**src/rtl/dina_input_stage.sv**
```systemverilog
// Switch-bus capture stage: synchronises sw_in/btn_in and stores sw_in in a FIFO on each button press.
// The FIFO head is presented on DinA with a valid/ready handshake. Define DINA_STAGE_DEBOUNCE_EN to debounce the button.
module dina_input_stage #(
  parameter int WIDTH     = 4,
  parameter int DEPTH     = 4,
  parameter int DB_CYCLES = 16
) (
  input  logic                     clock,
  input  logic                     rst,
  input  logic [WIDTH-1:0]         sw_in,
  input  logic                     btn_in,
  input  logic                     dout_ready,
  output logic [WIDTH-1:0]         DinA,
  output logic                     dout_valid,
  output logic                     full,
  output logic                     empty,
  output logic [$clog2(DEPTH):0]   count,
  output logic                     overflow
);

  localparam int AW = $clog2(DEPTH);
  localparam int CW = AW + 1;
  localparam logic [CW-1:0] FULL_CNT = CW'(DEPTH);
  localparam logic [CW-1:0] CNT_ONE  = CW'(1);
  localparam logic [AW-1:0] PTR_ONE  = AW'(1);

  if (DEPTH < 2 || (DEPTH & (DEPTH - 1)) != 0 || DB_CYCLES < 1) begin : g_bad_cfg
    $error("dina_input_stage: DEPTH must be a power of two >= 2 and DB_CYCLES >= 1");
  end

  logic [WIDTH-1:0] r_sw_meta, r_sw_s;
  logic             r_btn_meta, r_btn_s, r_btn_prev;
  logic             w_btn_c, w_push, w_pop, w_full, w_wr;

  logic [WIDTH-1:0] r_mem [DEPTH];
  logic [AW-1:0]    r_wr_ptr, r_rd_ptr;
  logic [CW-1:0]    r_count;
  logic             r_overflow;

  // NOTE: sequential state uses non-blocking assignments so every flop samples pre-edge values.
  always_ff @(posedge clock or negedge rst) begin
    if (!rst) begin
      r_sw_meta  <= '0;
      r_sw_s     <= '0;
      r_btn_meta <= 1'b0;
      r_btn_s    <= 1'b0;
      r_btn_prev <= 1'b0;
    end else begin
      r_sw_meta  <= sw_in;
      r_sw_s     <= r_sw_meta;
      r_btn_meta <= btn_in;
      r_btn_s    <= r_btn_meta;
      r_btn_prev <= w_btn_c;
    end
  end

`ifdef DINA_STAGE_DEBOUNCE_EN
  localparam int DBW = $clog2(DB_CYCLES) + 1;
  localparam logic [DBW-1:0] DB_LAST = DBW'(DB_CYCLES - 1);
  localparam logic [DBW-1:0] DB_ONE  = DBW'(1);

  logic [DBW-1:0] r_db_cnt;
  logic           r_btn_db;

  // btn_c follows btn_s only after DB_CYCLES consecutive cycles of disagreement.
  always_ff @(posedge clock or negedge rst) begin
    if (!rst) begin
      r_db_cnt <= '0;
      r_btn_db <= 1'b0;
    end else if (r_btn_s == r_btn_db) begin
      r_db_cnt <= '0;
    end else if (r_db_cnt == DB_LAST) begin
      r_db_cnt <= '0;
      r_btn_db <= r_btn_s;
    end else begin
      r_db_cnt <= r_db_cnt + DB_ONE;
    end
  end

  assign w_btn_c = r_btn_db;
`else
  assign w_btn_c = r_btn_s;
`endif

  assign w_push = w_btn_c & ~r_btn_prev;
  assign w_pop  = (r_count != '0) & dout_ready;
  assign w_full = (r_count == FULL_CNT);
  // A pop on the same edge frees the slot, so a push at full is still accepted.
  assign w_wr   = w_push & (~w_full | w_pop);

  // NOTE: the storage array is reset as well, so a stale entry can never reach DinA after reset.
  always_ff @(posedge clock or negedge rst) begin
    if (!rst) begin
      for (int i = 0; i < DEPTH; i++) r_mem[i] <= '0;
    end else if (w_wr) begin
      r_mem[r_wr_ptr] <= r_sw_s;
    end
  end

  always_ff @(posedge clock or negedge rst) begin
    if (!rst) begin
      r_wr_ptr   <= '0;
      r_rd_ptr   <= '0;
      r_count    <= '0;
      r_overflow <= 1'b0;
    end else begin
      if (w_wr)  r_wr_ptr <= r_wr_ptr + PTR_ONE;
      if (w_pop) r_rd_ptr <= r_rd_ptr + PTR_ONE;
      case ({w_wr, w_pop})
        2'b10:   r_count <= r_count + CNT_ONE;
        2'b01:   r_count <= r_count - CNT_ONE;
        default: r_count <= r_count;
      endcase
      if (w_push && w_full && !w_pop) r_overflow <= 1'b1;
    end
  end

  assign dout_valid = (r_count != '0);
  assign DinA       = dout_valid ? r_mem[r_rd_ptr] : '0;
  assign full       = w_full;
  assign empty      = (r_count == '0);
  assign count      = r_count;
  assign overflow   = r_overflow;

endmodule

```
**config.mk**
```make
export PLATFORM = sky130hd
export DESIGN_NAME = dina_input_stage
export DESIGN_NICKNAME = d
export VERILOG_FILES = /design/src/rtl/dina_input_stage.sv
export SDC_FILE = /design/constraint.sdc
export NUM_CORES = 1
export LEC_CHECK = 0
export BUFFER_PORTS_ARGS = -buffer_cell sky130_fd_sc_hd__clkbuf_2
export CAP_MARGIN = 30
export CORE_MARGIN = 3
export CORE_UTILIZATION = 55
export DETAILED_ROUTE_END_ITERATION = 8
export PLACE_DENSITY = 0.74
export SYNTH_ARGS = -nofsm -noshare
export SYNTH_HDL_FRONTEND = slang
export SYNTH_SLANG_ARGS = --single-unit
```
**constraint.sdc**
```tcl
create_clock -name clock -period 2.4 [get_ports clock]
set_clock_uncertainty 0.05 [all_clocks]
set_input_delay 0.48 -clock clock [delete_from_list [all_inputs] [get_ports clock]]
set_output_delay 0.48 -clock clock [all_outputs]
set_load 0.1 [all_outputs]
```
==> flow_summary.json, run 1 <==
{
  "hold_viol": 0,
  "place_congestion": 0.769,
  "synth.avg_cell_area_um2": 15.3,
  "dieWidth_um": 57.6,
  "area_delta_synth_final_pct": 18.8,
  "grt_max_degree": 36,
  "cts_buffers": 5,
  "netlist_top_cells_count": "dfrtp_1, mux2_2, inv_1, and2_1, ha_1",
  "fillers": 181,
  "die-area_mm2": 0.00332,
  "antenna_found_initial": 0,
  "critPathLaunchType": "flip-flop",
  "min_period_over_period_pct": 96.6,
  "cap_violations": 0,
  "htree_levels": 2,
  "via_count": 809,
  "hold_buffers": 0,
  "drc": 0,
  "slew_headroom_pct": 45.1,
  "setup_tns_ps": 0,
  "regArea_um2": 886,
  "drv_slew": 0,
  "syn_inst": 96,
  "num_io_pins": 19,
  "ys_types": 20,
  "synth-simple-area-share_pct": 8.20,
  "grt_use_total_pct": 17.2,
  "multi_input_area_um2": 567,
  "drive_gt1_share_pct": 51.6,
  "initial_core_util_pct": 58.6,
  "tightest_slew_ps": 824,
  "dp_hpwl_mm": 1.67,
  "wl_per_cell_um": 15.0,
  "clock.fmax_ghz": 0.431,
  "finalSetupViolCount": 0,
  "netlist.area_leader.share_pct": 59.8,
  "ys_warn_count": 0,
  "synth_compound_area_share_pct": 0.512,
  "final_antenna_net_count": 0,
  "grt_pass1_vias": 902,
  "portBuffers": 18,
  "diodes": 0,
  "synthMuxAreaShare_pct": 19.9,
  "rows": 18,
  "viasPerCell": 5.19,
  "cp-end-kind": "output port",
  "grt_overflow": 0,
  "grt_first_pass_wirelength_mm": 4.07,
  "worstSetupPathType": "reg -> out",
  "yosys.area.top_type": "dfrtp_1",
  "syn_nets": 110,
  "period_minus_slack_ps": 2320,
  "cts_tree": "built",
  "clkTransAtPathRegs_ps": 110,
  "rsz0062_at_grt": "false",
  "dr.pass1.iters": 4,
  "required_ps": 1870,
  "clkLatencyLatePin_ps": 340,
  "drt_iter0_drc": 27,
  "wirelength_mm": 2.34,
  "clkSinkCount": 35,
  "hold_path_class": "in -> async",
  "synthAdderAreaFrac_pct": 5.64,
  "synth-main-ff-cell": "dfrtp_1",
  "final_nets": 139,
  "synthArstFlopShare_pct": 100,
  "outcome": "finished clean",
  "synth_xor_area_share_pct": 3.59,
  "synth_most_common_cell": "dfrtp_1",
  "syn_area_mm2": 0.00147,
  "arrival_ps": 1790,
  "cp_max_fo": 5,
  "yosys_register_bits": 35,
  "synth_top_family_by_area": "multiplexers",
  "yosysSeqAreaShare_pct": 59.8,
  "synth_edf_count": 0,
  "r2r_setup_slack_ps": 150,
  "floorplan.die.height_um": 57.6,
  "cts-root-buf": "clkbuf_4",
  "netlist_top_cells_area": "dfrtp_1, mux2_2, mux4_2",
  "core_area_mm2": 0.00250,
  "clk_path_buf_depth": 2
}
worst paths after layout:
kind / end / from / cells after the start
worst max-delay path: DinA[0] / r_rd_ptr[0] / 3
worst max register to register: count[2] / count[1] / 9
max in group asynchronous: count[1] / rst / 1
min in group clock: r_sw_meta[1] / sw_in[1] / 1
worst min register to register: r_sw_s[3] / r_sw_meta[3] / 0
worst min-delay path: count[0] / rst / 1
routing by layer:
metal / wire (um) / vias to the layer above / track usage [%]
met4: 50 / 0 / 8.94
met1: 1020 / 399 / 20.3
met5: 0 / - / 0
met3: 139 / 4 / 6.90
met2: 1130 / 23 / 27.3
li1: - / 383 / -
layout by cell type (no fill, tap or decap), types with 2 or more instances in the layout:
| master | count |
|---|---|
| inv_1 | 6 |
| clkbuf_4 | 8 |
| dfrtp_1 | 31 |
| clkbuf_8 | 2 |
| clkbuf_2 | 13 |
| mux2_2 | 17 |
| nor3b_1 | 4 |
| dfrtp_4 | 2 |
| xor2_1 | 3 |
| clkinvlp_4 | 2 |
| nor2_1 | 3 |
| buf_4 | 8 |
| mux4_2 | 4 |
| ha_1 | 5 |
| xnor2_1 | 3 |
| dfrtp_2 | 2 |
| and2_2 | 4 |
stage by stage:
stage	setup slack (ps)	utilization (%)	hold WS, ps	std cells	area (um2)
after floorplan	6.03	-	134	96	1510
after global placement	174	65.7	283	146	1640
after detailed placement	51.5	65.7	287	146	1640
after CTS	22.1	69.0	170	154	1730
after global routing	0.475	69.6	165	156	1740
final	82.1	69.6	169	156	1740
cell type report:
class / instances / share of cell area, %
flip-flops and latches: 35 / 50.9
multi-input cells: 52 / 32.6
repair buffers: 24 / 8.48
clock buffers: 7 / 3.74
well taps: 30 / 2.16
inverters: 7 / 1.73
clock inverters: 1 / 0.431
worst max-delay path, cell delays in order, from the launching register on:
cell,delay (ps)
dfrtp_2,470
mux4_2,510
and2_2,200
clkbuf_4,270
flip-flops by register name, indices dropped and copies added, names as in the netlist:
register	flops
count	3
overflow	1
r_btn_meta	1
r_btn_prev	1
r_btn_s	1
r_mem	16
r_rd_ptr	2
r_sw_meta	4
r_sw_s	4
r_wr_ptr	2
kinds of logic (layout without fill, tap and decap cells):
logic type | count (synthesis) | in the layout
xor+xnor | 6 | 6
compound gates | 1 | 1
flops | 35 | 35
fa+ha+maj | 6 | 6
simple gates | 17 | 17
buf+inv | 9 | 39
mux | 22 | 22
what timing repair did:
action | CTS | global route
endpoints found under the setup margin | 4 | 5
buffers inserted | 0 | 2
pin swaps | 0 | 1
gates resized for setup | 5 | 1
gates cloned | 0 | 0
Power of run 1 is not shown: default switching activity piles up to over one toggle a cycle in this logic, so the estimate is an artifact.
==> run 2, diff against run 1 <==
==> constraint.sdc (replaced) <==
create_clock -name clock -period 2.4 [get_ports clock]
set_clock_uncertainty 0.05 [all_clocks]
set_input_delay 0.36 -clock clock [delete_from_list [all_inputs] [get_ports clock]]
set_output_delay 0.36 -clock clock [all_outputs]
set_load 0.1 [all_outputs]
==> run 2 against run 1 <==
First-iteration DRC count shrank 44%. Cell area shrank 2.4%. Final cell count shrank 0.64%. Setup slack gained 38 ps. Critical path type unchanged.
==> flow_summary.json, run 2 (synthesized netlist as in run 1, its figures left out) <==
{
  "finalSetupViolCount": 0,
  "dieWidth_um": 57.6,
  "drive_gt1_share_pct": 47.2,
  "slew_headroom_pct": 44.6,
  "antenna_found_initial": 0,
  "regArea_um2": 886,
  "grt_pass1_vias": 891,
  "required_ps": 1990,
  "final_antenna_net_count": 0,
  "layout_commonest_cell": "dfrtp_1",
  "cp_max_fo": 6,
  "mostFrequentLayoutCells": "dfrtp_1, clkbuf_2, mux2_2",
  "reg_top3": "r_mem x16, r_sw_meta x4, r_sw_s x4",
  "cap_violations": 0,
  "clkLatencyLatePin_ps": 330,
  "period_minus_slack_ps": 2280,
  "stdcell_count": 155,
  "worstSetupPathType": "reg -> out",
  "tightest_slew_ps": 831,
  "place_congestion": 0.819,
  "dr.pass1.iters": 4,
  "floorplan.die.height_um": 57.6,
  "clkSinkCount": 35,
  "viasPerCell": 5.20,
  "via_count": 806,
  "clk_path_buf_depth": 2,
  "htree_levels": 2,
  "hold_buffers": 0,
  "clock.fmax_ghz": 0.439,
  "num_io_pins": 19,
  "critPathLaunchType": "flip-flop",
  "setup_tns_ps": 0,
  "regMostFlops": "r_mem",
  "grt_first_pass_wirelength_mm": 4.02,
  "drc": 0,
  "wirelength_mm": 2.29,
  "fillers": 185,
  "min_period_over_period_pct": 95.0,
  "final_nets": 139,
  "drv_slew": 0,
  "multi_input_area_um2": 562,
  "arrival_ps": 1870,
  "outcome": "finished clean",
  "hold_viol": 0,
  "die-area_mm2": 0.00332,
  "hold_path_class": "in -> async",
  "clkTransAtPathRegs_ps": 100,
  "pre_cts_ws_ps": 174,
  "grt_overflow": 0,
  "drt_iter0_drc": 15,
  "cts_buffers": 5,
  "cp-end-kind": "output port",
  "portBuffers": 18,
  "dp_cells": 146,
  "initial_core_util_pct": 58.6,
  "cts-root-buf": "clkbuf_4",
  "dp_hpwl_mm": 1.64,
  "largest_reg_flops": 16,
  "wl_per_cell_um": 14.7,
  "grt_max_degree": 36,
  "diodes": 0,
  "setup_ws_ps": 120,
  "cts_tree": "built",
  "area_delta_synth_final_pct": 15.9,
  "core_area_mm2": 0.00250,
  "rows": 18,
  "grt_use_total_pct": 16.8
}
## run 2: worst paths after layout
check	cells after the start	slack (ps)	to	from
setup / recovery	3	120	DinA[1]	r_rd_ptr[0]
hold / removal	1	60	r_sw_s[2]	rst
setup reg to reg	9	150	count[2]	count[1]
hold reg to reg	0	310	r_sw_s[2]	r_sw_meta[2]
max in group asynchronous	1	1630	count[1]	rst
min in group clock	1	80	r_btn_meta	btn_in
## run 2: repair_timing
item	4_1_cts	5_1_grt
buffers inserted	0	2
pin swaps	0	1
resized for setup	1	0
endpoints found under the setup margin	4	1
## run 2: layout make-up
| cell class | instances | share of cell area, % |
|---|---|---|
| well taps | 30 | 2.21 |
| repair buffers | 24 | 7.96 |
| clock inverters | 2 | 0.811 |
| clock buffers | 5 | 2.21 |
| flip-flops and latches | 35 | 52.2 |
| multi-input cells | 52 | 33.1 |
| inverters | 7 | 1.55 |
## run 2: layer usage
metal  up-vias  part of all wire (%)  global-route usage (%)  wire length [um]
li1        381                     -                       -                 -
met1       398                    44                    20.4              1000
met2        20                    49                    26.8              1110
met3         7                   4.9                    5.35               113
met4         0                   2.7                    8.94                61
met5         -                     0                       0                 0
## run 2: critical path, stage by stage, from the launching register on
cell,delay [ps]
dfrtp_2,490
mux4_2,520
and2_1,170
clkbuf_2,360
## run 2: per-stage QoR
step / util (%) / area [um2] / hold slack, ps
after CTS: 67.3 / 1680 / 58.4
final: 67.9 / 1700 / 61.1
after detailed placement: 65.2 / 1630 / 286
after global routing: 67.9 / 1700 / 51.4
after global placement: 65.2 / 1630 / 282
after floorplan: - / 1500 / 14.4
Power of run 2 is left out for the same reason.
